<file path="config.mk">
export PLATFORM = sky130hd
export DESIGN_NAME = operand_stack
export DESIGN_NICKNAME = d
export VERILOG_FILES = /design/src/rtl/operand_stack.sv
export SDC_FILE = /design/constraint.sdc
export NUM_CORES = 1
export LEC_CHECK = 0
export ABC_CLOCK_PERIOD_IN_PS = 12200
export BUFFER_PORTS_ARGS = -buffer_cell sky130_fd_sc_hd__buf_2
export CELL_PAD_IN_SITES_DETAIL_PLACEMENT = 1
export CELL_PAD_IN_SITES_GLOBAL_PLACEMENT = 2
export CORE_MARGIN = 5
export CORE_UTILIZATION = 30
export DETAILED_ROUTE_END_ITERATION = 7
export GPL_TIMING_DRIVEN = 0
export PLACE_DENSITY = 0.63
export SLEW_MARGIN = 5
export SYNTH_ARGS = -nofsm -noshare
export SYNTH_HDL_FRONTEND = slang
export SYNTH_SLANG_ARGS = --single-unit
</file>
<file path="constraint.sdc">
create_clock -name clk -period 12.2 [get_ports clk]
set_input_delay 0 -clock clk [delete_from_list [all_inputs] [get_ports clk]]
set_output_delay 0 -clock clk [all_outputs]
set_load 0.01 [all_outputs]
</file>
<file path="src/rtl/operand_stack.sv">
// Operand stack and stack pointer for the single-cycle stack machine.
// Commits one write-back plus one SP update per retired instruction.
module operand_stack #(
  parameter int REG_BITS = 32,
  parameter int DEPTH    = 16,
  localparam int SPW     = $clog2(DEPTH) + 1
) (
  input  logic                clk,
  input  logic                rst_n,
  input  logic                instr_valid,
  input  logic [1:0]          StackWriteSrc,
  input  logic [1:0]          StackUpdateMode,
  input  logic [REG_BITS-1:0] alu_result,
  input  logic [REG_BITS-1:0] dmem_rdata,
  input  logic [REG_BITS-1:0] pc_temp,
  output logic [REG_BITS-1:0] tos,
  output logic [REG_BITS-1:0] nos,
  output logic [SPW-1:0]      sp,
  output logic                overflow,
  output logic                underflow,
  output logic                halted
);

  localparam int AW = $clog2(DEPTH);
  localparam logic signed [SPW:0] DEPTH_S = (SPW+1)'(DEPTH);

  logic [REG_BITS-1:0] mem [DEPTH];

  logic signed [SPW:0] sp_ext;
  logic signed [SPW:0] new_sp;
  logic signed [SPW:0] wr_pos;
  logic [AW-1:0]       wa;
  logic [AW-1:0]       ta;
  logic [AW-1:0]       na;
  logic [REG_BITS-1:0] wdata;
  logic                do_write;
  logic                active;
  logic                ovf_hit;
  logic                unf_hit;
  logic                commit;

  assign sp_ext   = $signed({1'b0, sp});
  assign do_write = (StackWriteSrc != 2'b00);
  assign active   = instr_valid && !halted;

  always_comb begin
    new_sp = sp_ext;
    unique case (StackUpdateMode)
      2'b00: new_sp = sp_ext;
      2'b01: new_sp = sp_ext + (SPW+1)'(1);
      2'b10: new_sp = sp_ext - (SPW+1)'(2);
      2'b11: new_sp = sp_ext - (SPW+1)'(1);
      default: new_sp = sp_ext;
    endcase
  end

  always_comb begin
    wdata = alu_result;
    unique case (StackWriteSrc)
      2'b01: wdata = alu_result;
      2'b10: wdata = dmem_rdata;
      2'b11: wdata = pc_temp;
      default: wdata = alu_result;
    endcase
  end

  // Result always lands on the new top of stack.
  assign wr_pos  = new_sp - (SPW+1)'(1);
  assign wa      = wr_pos[AW-1:0];
  assign ovf_hit = active && (new_sp > DEPTH_S);
  assign unf_hit = active && !ovf_hit
                 && (new_sp[SPW] || (do_write && new_sp == '0));
  assign commit  = active && !ovf_hit && !unf_hit;

  always_ff @(posedge clk or negedge rst_n) begin
    if (!rst_n) begin
      sp        <= '0;
      overflow  <= 1'b0;
      underflow <= 1'b0;
    end else begin
      if (commit)  sp        <= new_sp[SPW-1:0];
      if (ovf_hit) overflow  <= 1'b1;
      if (unf_hit) underflow <= 1'b1;
    end
  end

  // Storage is not reset; reads are gated by sp.
  always_ff @(posedge clk) begin
    if (rst_n && commit && do_write)
      mem[wa] <= wdata;
  end

  assign ta     = AW'(sp - SPW'(1));
  assign na     = AW'(sp - SPW'(2));
  assign tos    = (sp >= SPW'(1)) ? mem[ta] : '0;
  assign nos    = (sp >= SPW'(2)) ? mem[na] : '0;
  assign halted = overflow | underflow;

endmodule

</file>
==> results.toml, run 1 <==
[setup_path]
critical_path.cell_chain = "clkbuf_1, buf_1, inv_1, ha_1, a21boi_1, xnor2_1, buf_2, clkbuf_1, a211oi_1, a211oi_1, buf_2"
crit_slowest_cell = "buf_1"
cp-end-kind = "output pin"
critPathLaunchType = "register"
endpoint = "tos[15]"
critPathTopFamily = "buffers and inverters"
crit_arrival_ps = 6920
crit_start = "sp[1]"
critical_path_cell_count = 11
worstSetupPathType = "reg -> out"
r2r_end = "mem[13][18]"
worstReg2RegStart = "sp[1]"
cp.required_ps = 12200
path_max_fanout = 10
reg2reg_slack_ps = 5690
r2r_cells = 15
cpPeakStageDelay_ps = 900
path_buf_inv = 6

[clock_network]
clk_root_buffer_cell = "clkbuf_16"
cts_resized = 0
h-tree-depth = 2
cts.sinks = 519
clk_pin_slew_ps = 60
cts_tree = "yes"
cts_max_path_buffers = 3
clock_latency_ps = 620
cts_setup_buffers = 0
numCtsBuffers = 57

[drt]
vias = 15300
post_drt_wl_per_cell_um = 33.8
drc = 0
vias_per_cell = 5.62
firstDrtPassIters = 5
dr.first_iter.drc_count = 1651
finalWirelength_um = 91900
ant_nets = 0

[sta]
worstMarginPinSlew_ps = 1370
setup_viol_count_final = 0
tns_ps = 0
timing.hold.ws_ps = -31.6
slew_violations = 0
max_freq_mhz = 144
rsz0062_at_grt = "no"
fin_crit_ps = 6920
slew_headroom = 0.0853
finalCritPeriodShare = 0.567
skew_ps = 14.1
final-hold-violation-count = 42

[finish]
drive_gt1_frac = 0.424
area_growth_pct = 20.6
n_antenna_cell = 0
fill_cells = 8224
final_nets = 1698

[global_routing]
gr-total-overflow = 0
grt_pass1_wl_um = 128000
grt_pass1_vias = 16200
antenna_found_initial = 2
grt_max_degree = 20
grt.total_usage = 0.201

[synthesis]
synth_seq_cells = 519
netlist_instances = 1287
synth-edff-count = 512
syn_area_um2 = 25200
synth_top_cell_area_share = 0.611
ys_seq_area_frac = 0.618
synthTopCellsByCount = "512 x edfxtp_1, 288 x mux4_2, 67 x mux2i_1, 66 x a211oi_1, 65 x nor2b_1"
yosysTopAreaCell = "edfxtp_1"
yosysWarnings = 0
syn-mean-instance-area_um2 = 19.6
synth_nets = 1397
async_reset_ff_frac = 0.0135
synth.most_common_cell = "edfxtp_1"
yosys-top-cells-area = "edfxtp_1 61%, mux4_2 26%, mux2i_1 2.7%, a211oi_1 2.0%, nor2b_1 1.6%"
ys.flop_type = "edfxtp_1"
synth_cell_type_count = 52

[run_status]
status = "finished, violations left"
violations = "negative hold slack"

[power]
leakage_nw = 10.1
power.density_nw_per_um2 = 203
ir_drop_mv = 0.116

[die]
die_h_um = 300
initial_core_util = 0.302
rows = 106
die_area_um2 = 89800
io_pins = 175
core_um2 = 83400
dieWidth_um = 300

[place]
dp_hpwl_um = 63700
place_congestion = 0.797
io_buffers = 172

[min_path]
hold_path_class = "in -> reg"

[run]
drv_cap = 0
-- worst reg2reg max path, stage by stage, from the launching register on --
cell	delay, ps
dfrtp_1	710
clkbuf_1	820
buf_1	910
inv_1	280
ha_1	530
buf_2	190
buf_4	270
xor2_1	270
nor2_1	70
a21oi_1	390
and3_1	250
mux2i_1	210
nor3_2	700
buf_6	250
buf_6	170
buf_4	210
-- layout make-up --
class / instances / area (µm²) / area share
Multi-Input combinational cell: 657 / 9270 / 0.305
Clock inverter: 39 / 415 / 0.0137
Clock buffer: 68 / 1470 / 0.0483
Tap cell: 1080 / 1350 / 0.0445
Buffer: 105 / 512 / 0.0169
Timing Repair Buffer: 242 / 1780 / 0.0585
Inverter: 6 / 22.5 / 0.000742
Sequential cell: 519 / 15500 / 0.512
-- state kept, by name, indices dropped and copies added (netlist names) --
| register | count |
|---|---|
| mem | 512 |
| sp | 5 |
| overflow | 1 |
| underflow | 1 |
-- per-stage QoR --
step | total power, mW | instance area [µm²] | utilization | worst slack [ps] | instances
finish | 6.17 | 30400 | 0.364 | 5280 | 2716
detailed placement | 4.47 | 28200 | 0.338 | 5800 | 2584
CTS | 6.23 | 30200 | 0.362 | 5310 | 2706
floorplan | 3.44 | 25200 | - | 6630 | 1287
global route | 6.40 | 30400 | 0.364 | 5140 | 2716
global placement | 4.45 | 27400 | 0.328 | 495 | 2539
-- repair_timing --
action                                 4_1_cts  5_1_grt
hold buffers                                15       10
endpoints found under the hold margin      154      120
setup endpoints to repair                    0        0
-- placed cells by master, fill, tap and decap left out, drive strengths merged, types with 2 or more instances in the layout --
master	count
ha	7
dlygate4sd3	25
clkbuf	106
and3	3
a22oi	2
clkinvlp	2
or3	4
o211ai	2
and2	3
nand2	8
nor3	7
xor2	4
inv	8
nor2b	65
edfxtp	512
buf	284
nand3	6
or3b	2
xnor2	5
nor3b	3
a21oi	36
nor2	47
a211oi	66
mux2i	67
mux4	288
o21ai	6
a31oi	2
o2bb2ai	5
clkinv	26
or2	2
bufinv	9
dfrtp	7
-- how the worst min path moves through the flow --
| stage | startpoint | end | slack (ps) | cells past startpoint |
|---|---|---|---|---|
| 3_5_place_dp | rst_n | sp[2] | -130 | 1 |
| 5_1_grt | alu_result[12] | mem[9][12] | 4 | 3 |
| 4_1_cts | alu_result[3] | mem[14][3] | 5 | 3 |
| 3_3_place_gp | rst_n | sp[0] | -130 | 1 |
| 6_report | alu_result[14] | mem[15][14] | -30 | 3 |
| 2_1_floorplan | rst_n | overflow | -300 | 0 |
-- power breakdown --
| part | total (mW) | switching [mW] | internal (mW) |
|---|---|---|---|
| clock network | 1.76 | 0.716 | 1.04 |
| logic | 2.42 | 1.44 | 0.977 |
| registers | 1.99 | 0.00872 | 1.98 |
-- layer usage --
layer  GRT usage  wire (µm)
met1       0.281      39200
met4      0.0467       1870
met3      0.0407       6990
met5           0          0
met2       0.329      43900
-- cells by family (layout without fill, tap and decap cells) --
logic type / after synthesis / after routing / share of synthesized area
flops: 519 / 519 / 0.618
xor+xnor: 9 / 9 / 0.00313
simple gates: 155 / 155 / 0.0338
buf+inv: 111 / 460 / 0.0211
mux: 355 / 355 / 0.284
compound gates: 131 / 131 / 0.0366
fa+ha+maj: 7 / 7 / 0.00348
No activity file was read; power rests on OpenSTA's default activity.
==> inputs of run 2 (changes only) <==
--- a/config.mk
+++ b/config.mk
@@ -5,7 +5,7 @@
 export SDC_FILE = /design/constraint.sdc
 export NUM_CORES = 1
 export LEC_CHECK = 0
-export ABC_CLOCK_PERIOD_IN_PS = 12200
+export ABC_CLOCK_PERIOD_IN_PS = 6400
 export BUFFER_PORTS_ARGS = -buffer_cell sky130_fd_sc_hd__buf_2
 export CELL_PAD_IN_SITES_DETAIL_PLACEMENT = 1
 export CELL_PAD_IN_SITES_GLOBAL_PLACEMENT = 2
==> constraint.sdc (replaced) <==
create_clock -name clk -period 6.4 [get_ports clk]
set_input_delay 0 -clock clk [delete_from_list [all_inputs] [get_ports clk]]
set_output_delay 0 -clock clk [all_outputs]
set_load 0.01 [all_outputs]
==> run 2 against run 1 <==
Count of clock-buffer cells in the layout stayed put. Largest cell class unchanged. Final cell count stayed put. Flip-flop and latch count stayed put. Worst hold slack worse by 1.6 ps. The run still ends with negative hold slack left. Non-clock buffer count stayed put.
==> results.toml, run 2 (synthesized netlist as in run 1, its figures left out) <==
[drt]
vias = 15200
firstDrtPassIters = 5
drc = 0
dr.first_iter.drc_count = 1606
post_drt_wl_per_cell_um = 33.8
vias_per_cell = 5.61
ant_nets = 0
finalWirelength_um = 91900

[finish]
largest-register = "mem"
area_growth_pct = 20.7
largest_register_ff_count = 512
final_common_cell = "edfxtp_1"
largestRegisters = "mem: 512 flops, sp: 5 flops"
n_antenna_cell = 0
final_nets = 1698
fin_area_um2 = 30400
drive_gt1_frac = 0.425
final_cell_mix = "512 x edfxtp_1, 288 x mux4_2, 223 x buf_2"

[sta]
final-hold-violation-count = 50
slew_violations = 0
slew_headroom = 0.0974
setup_viol_count_final = 0
worstMarginPinSlew_ps = 1350
max_freq_mhz = 161
rsz0062_at_grt = "no"
finalCritPeriodShare = 0.971
skew_ps = 13.2
timing.hold.ws_ps = -33.2
fin_crit_ps = 6220

[min_path]
hold_path_end = "mem[15][14]"
hp-start = "alu_result[14]"
hold_depth = 3
hold_path_class = "in -> reg"

[power]
p_seq_frac = 0.322
switching_share = 0.351
p_total_mw = 11.8
ir_drop_mv = 0.220
leakage_nw = 10.1
combPwrFrac = 0.392
power.density_nw_per_um2 = 387
p_int_mw = 7.63
p_sw_mw = 4.14
clkPwrFrac = 0.286

[setup_path]
r2r_end = "mem[13][13]"
crit_slowest_cell = "clkbuf_1"
path_max_fanout = 10
worstReg2RegStart = "sp[1]"
r2r_cells = 15
crit_arrival_ps = 6220
critical_path.cell_chain = "clkbuf_1, clkdlybuf4s15_2, inv_1, ha_1, a21boi_1, xnor2_2, buf_2, clkbuf_1, a211oi_1, a211oi_1, buf_2"
critPathLaunchType = "register"
cp.required_ps = 6400
cpPeakStageDelay_ps = 790
worstSetupPathType = "reg -> out"
cp-end-kind = "output pin"
reg2reg_slack_ps = 290

[die]
die_h_um = 300
core_um2 = 83400
initial_core_util = 0.302
io_pins = 175
rows = 106
dieWidth_um = 300
die_area_um2 = 89800

[place]
place_area_um2 = 28200
dp_hpwl_um = 63700
place_congestion = 0.797
io_buffers = 172

[clock_network]
cts_tree = "yes"
clk_pin_slew_ps = 60
clk_root_buffer_cell = "clkbuf_16"
cts.sinks = 519
cts_setup_buffers = 0
clock_latency_ps = 610
h-tree-depth = 2
cts_max_path_buffers = 3
numCtsBuffers = 57

[global_routing]
grt_max_degree = 20
use_met2 = 0.329
gr-total-overflow = 0
antenna_found_initial = 2
grt_util_met1 = 0.280
grt_pass1_vias = 16200
grt.total_usage = 0.201
busiest_layer = "met2"
grt_pass1_wl_um = 128000
met3_usage = 0.0414

[run_status]
violations = "negative hold slack"
status = "finished, violations left"

[run]
drv_cap = 0
-- run 2: changes by cell type in the layout (fill, tap and decap cells not counted), sizes merged --
cell,delta
buf,-1
clkdlybuf4s15,+1
-- run 2: repair_timing --
action,in CTS,in global routing
setup endpoints to repair,52,0
hold buffers,15,10
gates resized for setup,3,0
hold endpoints to repair,154,120
-- run 2: routing by layer --
layer,share of wire,vias up,wire (µm)
met2,0.48,689,43900
met1,0.42,8285,39000
met5,0,-,0
li1,-,6150,-
met3,0.077,102,7120
met4,0.021,0,1900
-- run 2: power by group through the flow --
stage               combinational [mW]  sequential [mW]  clock (mW)
floorplan                         2.69             3.86           0
global placement                  4.61             3.87           0
detailed placement                4.65             3.87           0
CTS                               4.67             3.80        3.41
global route                      4.85             3.80        3.56
finish                            4.61             3.80        3.36
-- run 2: how the worst max path moves through the flow --
stage / start / cells after the start / endpoint
final: sp[1] / 11 / tos[21]
after global placement: sp[1] / 11 / mem[6][19]
after global routing: sp[1] / 11 / tos[15]
after CTS: sp[1] / 11 / tos[15]
after floorplan: sp[1] / 11 / mem[2][0]
after detailed placement: sp[1] / 15 / mem[13][19]
-- run 2: final cells by class --
type,count,area [µm²]
buffer,105,519
clock buffer,68,1470
clock inverter,39,415
fill,8224,53000
inverter,6,22.5
multi-input combinational,657,9280
sequential,519,15500
tap,1080,1350
timing repair buffer,242,1780
-- run 2: critical path: cells and delay by family, from the launching register on --
kind | cells | cell delay [ps]
flops | 1 | 710
fa+ha+maj | 1 | 330
xor+xnor | 1 | 510
buf+inv | 6 | 3010
compound gates | 3 | 1000
-- run 2: through the flow --
stage	worst slack (ps)	instances	setup TNS, ps	util
floorplan	833	1287	0	-
global placement	-5310	2539	-1698180	0.328
detailed placement	1.71	2584	0	0.338
CTS	181	2706	0	0.362
global route	35.1	2716	0	0.364
finish	184	2716	0	0.364
